### config.mk
export PLATFORM = sky130hd
export DESIGN_NAME = fft_sequencer_flat
export DESIGN_NICKNAME = d
export VERILOG_FILES = /design/src/rtl/fft_sequencer_if.sv /design/src/rtl/fft_sequencer.sv /design/src/flat_wrapper.sv
export SDC_FILE = /design/constraint.sdc
export NUM_CORES = 1
export LEC_CHECK = 0
export CORE_UTILIZATION = 30
export CTS_CLUSTER_SIZE = 40
export DETAILED_ROUTE_END_ITERATION = 16
export PLACE_DENSITY_LB_ADDON = 0.12
export SYNTH_ARGS = -nofsm -noshare
export SYNTH_HDL_FRONTEND = slang
export SYNTH_SLANG_ARGS = --single-unit
### constraint.sdc
create_clock -name clk -period 3.5 [get_ports clk]
set_input_delay 0.525 -clock clk [delete_from_list [all_inputs] [get_ports clk]]
set_output_delay 0.525 -clock clk [all_outputs]
set_load 0.01 [all_outputs]
### src/rtl/fft_sequencer_if.sv
// Signal bundle between the FFT run controller, its host and the stage controller.
// The controller takes the slave side; the host/stage-controller side takes master.
interface fft_sequencer_if #(
    parameter int unsigned NUMSTAGES = 5
);
    logic                 start;
    logic                 abort;
    logic                 stage_done;
    logic                 ld_data;
    logic [NUMSTAGES-3:0] ld_addr;
    logic                 stage_en;
    logic [2:0]           stage_num;
    logic                 out_valid;
    logic [NUMSTAGES-3:0] out_addr;
    logic                 busy;
    logic                 done;
    logic                 err;

    modport master (
        output start, abort, stage_done,
        input  ld_data, ld_addr, stage_en, stage_num, out_valid, out_addr, busy, done, err
    );

    modport slave (
        input  start, abort, stage_done,
        output ld_data, ld_addr, stage_en, stage_num, out_valid, out_addr, busy, done, err
    );
endinterface

### src/rtl/fft_sequencer.sv
// Run controller for the radix-2 FFT core: load phase, NUMSTAGES butterfly stages
// separated by one-cycle gaps, unload phase, with stage watchdog and host abort.
module fft_sequencer #(
    parameter int unsigned NUMSTAGES     = 5,
    parameter int unsigned XFER_CYCLES   = 8,
    parameter int unsigned STAGE_TIMEOUT = 16
) (
    input logic            clk,
    input logic            rst_n,
    fft_sequencer_if.slave bus
);
    localparam int unsigned AW = NUMSTAGES - 2;
    localparam int unsigned WW = $clog2(STAGE_TIMEOUT);
    localparam logic [AW-1:0] LastAddr  = AW'(XFER_CYCLES - 1);
    localparam logic [WW-1:0] WdogLast  = WW'(STAGE_TIMEOUT - 1);
    localparam logic [2:0]    LastStage = 3'(NUMSTAGES - 1);

    typedef enum logic [2:0] {
        StIdle,
        StLoad,
        StStage,
        StGap,
        StUnload,
        StDone
    } state_e;

    state_e        state_q, state_d;
    logic [AW-1:0] cnt_q, cnt_d;
    logic [WW-1:0] wdog_q, wdog_d;
    logic [2:0]    stage_num_q, stage_num_d;
    logic          err_q, err_d;

    always_comb begin
        state_d     = state_q;
        cnt_d       = '0;
        wdog_d      = '0;
        stage_num_d = stage_num_q;
        err_d       = err_q;

        unique case (state_q)
            StIdle: begin
                if (bus.start && !bus.abort) begin
                    state_d = StLoad;
                    err_d   = 1'b0;
                end
            end
            StLoad: begin
                if (cnt_q == LastAddr) begin
                    state_d = StStage;
                end else begin
                    cnt_d = cnt_q + 1'b1;
                end
            end
            StStage: begin
                // stage_done wins over a watchdog expiry in the same cycle
                if (bus.stage_done) begin
                    state_d = StGap;
                end else if (wdog_q == WdogLast) begin
                    state_d = StIdle;
                    err_d   = 1'b1;
                end else begin
                    wdog_d = wdog_q + 1'b1;
                end
            end
            StGap: begin
                if (stage_num_q == LastStage) begin
                    state_d = StUnload;
                end else begin
                    state_d     = StStage;
                    stage_num_d = stage_num_q + 3'd1;
                end
            end
            StUnload: begin
                if (cnt_q == LastAddr) begin
                    state_d = StDone;
                end else begin
                    cnt_d = cnt_q + 1'b1;
                end
            end
            StDone: begin
                state_d = StIdle;
            end
            default: begin
                state_d = StIdle;
            end
        endcase

        if (state_q != StIdle && bus.abort) begin
            state_d = StIdle;
            err_d   = err_q;
        end

        if (state_d == StIdle) begin
            stage_num_d = '0;
        end
    end

    always_ff @(posedge clk) begin
        if (!rst_n) begin
            state_q     <= StIdle;
            cnt_q       <= '0;
            wdog_q      <= '0;
            stage_num_q <= '0;
            err_q       <= 1'b0;
        end else begin
            state_q     <= state_d;
            cnt_q       <= cnt_d;
            wdog_q      <= wdog_d;
            stage_num_q <= stage_num_d;
            err_q       <= err_d;
        end
    end

    assign bus.ld_data   = (state_q == StLoad);
    assign bus.ld_addr   = (state_q == StLoad) ? cnt_q : '0;
    assign bus.stage_en  = (state_q == StStage);
    assign bus.stage_num = stage_num_q;
    assign bus.out_valid = (state_q == StUnload);
    assign bus.out_addr  = (state_q == StUnload) ? cnt_q : '0;
    assign bus.busy      = (state_q != StIdle);
    assign bus.done      = (state_q == StDone);
    assign bus.err       = err_q;
endmodule
### src/flat_wrapper.sv
// flat-port wrapper written by rule: the top's interface ports become plain ports
module fft_sequencer_flat 
#(
    parameter int unsigned NUMSTAGES     = 5,
    parameter int unsigned XFER_CYCLES   = 8,
    parameter int unsigned STAGE_TIMEOUT = 16
)
  (clk, rst_n, bus_start, bus_abort, bus_stage_done, bus_ld_data, bus_ld_addr, bus_stage_en, bus_stage_num, bus_out_valid, bus_out_addr, bus_busy, bus_done, bus_err);
  fft_sequencer_if #(.NUMSTAGES(NUMSTAGES)) bus_i ();
  input logic clk;
  input logic rst_n;
  input wire logic [$bits(bus_i.start)-1:0] bus_start;
  input wire logic [$bits(bus_i.abort)-1:0] bus_abort;
  input wire logic [$bits(bus_i.stage_done)-1:0] bus_stage_done;
  output wire logic [$bits(bus_i.ld_data)-1:0] bus_ld_data;
  output wire logic [$bits(bus_i.ld_addr)-1:0] bus_ld_addr;
  output wire logic [$bits(bus_i.stage_en)-1:0] bus_stage_en;
  output wire logic [$bits(bus_i.stage_num)-1:0] bus_stage_num;
  output wire logic [$bits(bus_i.out_valid)-1:0] bus_out_valid;
  output wire logic [$bits(bus_i.out_addr)-1:0] bus_out_addr;
  output wire logic [$bits(bus_i.busy)-1:0] bus_busy;
  output wire logic [$bits(bus_i.done)-1:0] bus_done;
  output wire logic [$bits(bus_i.err)-1:0] bus_err;
  assign bus_i.start = bus_start;
  assign bus_i.abort = bus_abort;
  assign bus_i.stage_done = bus_stage_done;
  assign bus_ld_data = bus_i.ld_data;
  assign bus_ld_addr = bus_i.ld_addr;
  assign bus_stage_en = bus_i.stage_en;
  assign bus_stage_num = bus_i.stage_num;
  assign bus_out_valid = bus_i.out_valid;
  assign bus_out_addr = bus_i.out_addr;
  assign bus_busy = bus_i.busy;
  assign bus_done = bus_i.done;
  assign bus_err = bus_i.err;
  fft_sequencer #(.NUMSTAGES(NUMSTAGES), .XFER_CYCLES(XFER_CYCLES), .STAGE_TIMEOUT(STAGE_TIMEOUT)) u_core (.clk(clk), .rst_n(rst_n), .bus(bus_i));
endmodule
==> summary.md <==
| Metric | Value |
|---|---|
| Post-synth ARST share | 0 |
| Multiplexer share of the synthesized area | 0.0266 |
| Initial Utilization | 0.320 |
| Seq pwr share | 0.587 |
| Nets | 119 |
| Antenna violations before repair | 0 |
| Max incr delay on CP | 0.56 ns |
| Largest net degree at the start of global routing | 17 |
| Critical path launch point type | flip-flop |
| Iteration-0 DRC Markers | 9 |
| Count of unique library cells instantiated by Yosys | 38 |
| Slew margin rel. | 0.717 |
| # rows | 18 |
| GRT Util Overall | 0.130 |
| Power share of the clock group | 0.311 |
| CTS tree | done |
| Cells after Synth | 88 |
| WP buf/inv | 2 |
| Max-cap violations | 0 |
| CTS Root Cell | clkbuf_4 |
| Critical Path Sink Type | output port |
| Sw Pwr | 0.0642 mW |
| Drt total wl | 1.64 mm |
| CP Class | flip-flop to output port |
| Worst Reg2Reg Path Length in Cells | 4 |
| GP Congestion | 0.719 |
| Synthesized net count | 98 |
| Setup-failing EPs final | 0 |
| Ys flop type | dfxtp_1 |
| Layout cell share with drive strength beyond 1 | 0.103 |
| Status | finished clean |
| Wire length per cell | 12.0 um |
| Delay-heaviest family, CP | buffers and inverters |
| Final period util | 0.698 |
| Post-Synthesis Cell Area | 801 um2 |
| Worst-path clk slew | 0.07 ns |
| Met1 WL | 834 um |
| Clock Latency Late Sink | 0.27 ns |
| Total negative slack | 0 ns |
| Via count | 670 |
| Number of diodes | 0 |
| Xor/xnor share of the synthesized area | 0.0328 |
| Pwr Density | 271 nW/um2 |
| Critical Path AT | 1.92 ns |
| DP HPWL | 1.25 mm |
| Minimum clock period | 2.44 ns |
| Hold buffers post-CTS | 0 |
| Synth Area in Compound Gates | 0.116 |
| Maximum clock frequency | 410 MHz |
| Inserted Clock Buffers | 3 |
| Hold Fails Final Rpt | 0 |
| DR WL met3 | 61 um |
| First-pass GRT wire length | 2.65 mm |
| Combinational group share of total power | 0.102 |
| Die width | 53.7 um |
| Gr ovfl total | 0 |
| Post-synth EDFFs | 0 |
| CTS resizes | 0 |
| WP depth | 3 |
| Slowest cell on crit path | dfxtp_1 |
| # fillers | 262 |
| Area leader, netlist | dfxtp_1 |
| Main combinational cell family by area after synthesis | simple AND/OR/NAND/NOR gates |
| Worst Hold Path Cells | 1 |
| Worst slew pin tran | 0.424 ns |
| Sequential cell area fraction in the yosys report | 0.350 |
| Met2 routed WL | 726 um |
| Critical Path RT | 2.97 ns |
| Post-Synth Simple-Gate Area | 0.337 |
| Internal power | 0.215 mW |
| CTS Buffer Depth | 2 |
| Most frequent cells after synthesis | dfxtp_1, nor2_1, inv_1 |
| Die area | 2880 um2 |
| Placeable Area | 2500 um2 |
| LEAKAGE | 0.403 nW |
| IO Pins | 20 |
| Layout area overhead | 28.6% |
| YS warnings | 0 |
| Number of global-route vias before repair | 612 |
| Clock skew | 0.00433 ns |
| Peak supply drop | 186 uV |
| Die boundary height | 53.7 um |
| DRT Pass-1 Iters | 4 |
| Worst min-delay path class | flip-flop to flip-flop |
| DR vias/cell | 4.89 |
| RSZ-0062 raised after global routing | no |
| DRC viols | 0 |
| Worst-path fanout max | 12 |
| Seq cells post-synth | 14 |
| Top Layer Used | met4 |
| IO buf count | 19 |
| Final ANT Viol Nets | 0 |
| Critical path cell sequence | or3b_1 -> inv_2 -> clkdlybuf4s50_1 |
| Postcts setup bufs | 0 |
| H-tree levels | 1 |
| Count leader, synth | dfxtp_1 |
| Top cell type's share of synthesized area | 0.350 |
| Synth Area in Adders | 0.0781 |
| Syn Area/Cell | 9.10 um2 |
| Fin. max-slew vios | 0 |
| Total power | 0.279 mW |
| Area contributors post-synth | dfxtp_1, ha_1, nor2_1 |
| Net Sw Frac | 0.230 |
| Clock tree sinks | 14 |
-- logic make-up after synthesis --
family,count (synthesis)
AND/OR/NAND/NOR,44
buffers and inverters,10
flip-flops,14
multiplexers,2
XOR/XNOR,3
AO/OA/AOI/OAI,10
adder cells (fa/ha/maj),5
-- cell type report --
class	count	area [um2]	share of cell area
Sequential cell	14	280	0.272
Timing Repair Buffer	19	190	0.185
Inverter	7	26.3	0.0255
Multi-Input combinational cell	64	473	0.459
Tap cell	30	37.5	0.0365
Clock buffer	3	22.5	0.0219
-- layer usage --
| metal | global-route usage | up-vias |
|---|---|---|
| met5 | 0 | - |
| met4 | 0.101 | 0 |
| met3 | 0.0226 | 2 |
| met2 | 0.183 | 12 |
| met1 | 0.173 | 305 |
| li1 | - | 351 |
-- cell usage in the layout (no fill, tap or decap), types with 2 or more instances in the layout --
| master | instances |
|---|---|
| clkdlybuf4s50_1 | 19 |
| dfxtp_1 | 14 |
| nor2_1 | 11 |
| inv_1 | 6 |
| and2_1 | 5 |
| ha_1 | 5 |
| and3_1 | 4 |
| nor3_1 | 4 |
| a21oi_1 | 3 |
| clkbuf_4 | 3 |
| xnor2_1 | 2 |
| nand4b_1 | 2 |
| nand2b_1 | 2 |
| nand2_1 | 2 |
| nand3_1 | 2 |
-- metrics by stage --
| stage | area (um2) | instances | setup slack (ns) | hold slack [ns] | util |
|---|---|---|---|---|---|
| global placement | 1010 | 134 | 1.28 | 0.433 | 0.403 |
| detailed placement | 1010 | 134 | 1.29 | 0.442 | 0.403 |
| global route | 1030 | 137 | 0.971 | 0.489 | 0.412 |
| finish | 1030 | 137 | 1.06 | 0.447 | 0.412 |
| CTS | 1030 | 137 | 1.05 | 0.454 | 0.412 |
| floorplan | 801 | 88 | 1.97 | 0.418 | - |
-- path summary, 6_finish.rpt --
| kind | start | slack (ns) | end |
|---|---|---|---|
| max | u_core.state_q[1] | 1.06 | bus_stage_en |
| min | u_core.wdog_q[0] | 0.45 | u_core.wdog_q[0] |
| max reg2reg | u_core.state_q[2] | 1.88 | u_core.bus.stage_num[2] |
| min reg2reg | u_core.wdog_q[0] | 0.45 | u_core.wdog_q[0] |
-- power groups by stage --
stage | Clock, mW | Sequential, mW | Combinational [mW]
2_1_floorplan | 0 | 0.165 | 0.0188
3_3_place_gp | 0 | 0.167 | 0.0286
3_5_place_dp | 0 | 0.167 | 0.0285
4_1_cts | 0.0936 | 0.164 | 0.0286
5_1_grt | 0.0986 | 0.164 | 0.0317
6_report | 0.0866 | 0.164 | 0.0286
-- flip-flops by register name, indices dropped and copies added, names as in the netlist --
register / flops
u_core.wdog_q: 4
u_core.bus.stage_num: 3
u_core.cnt_q: 3
u_core.state_q: 3
u_core.bus.err: 1
Power figures use the tool's default switching activity.
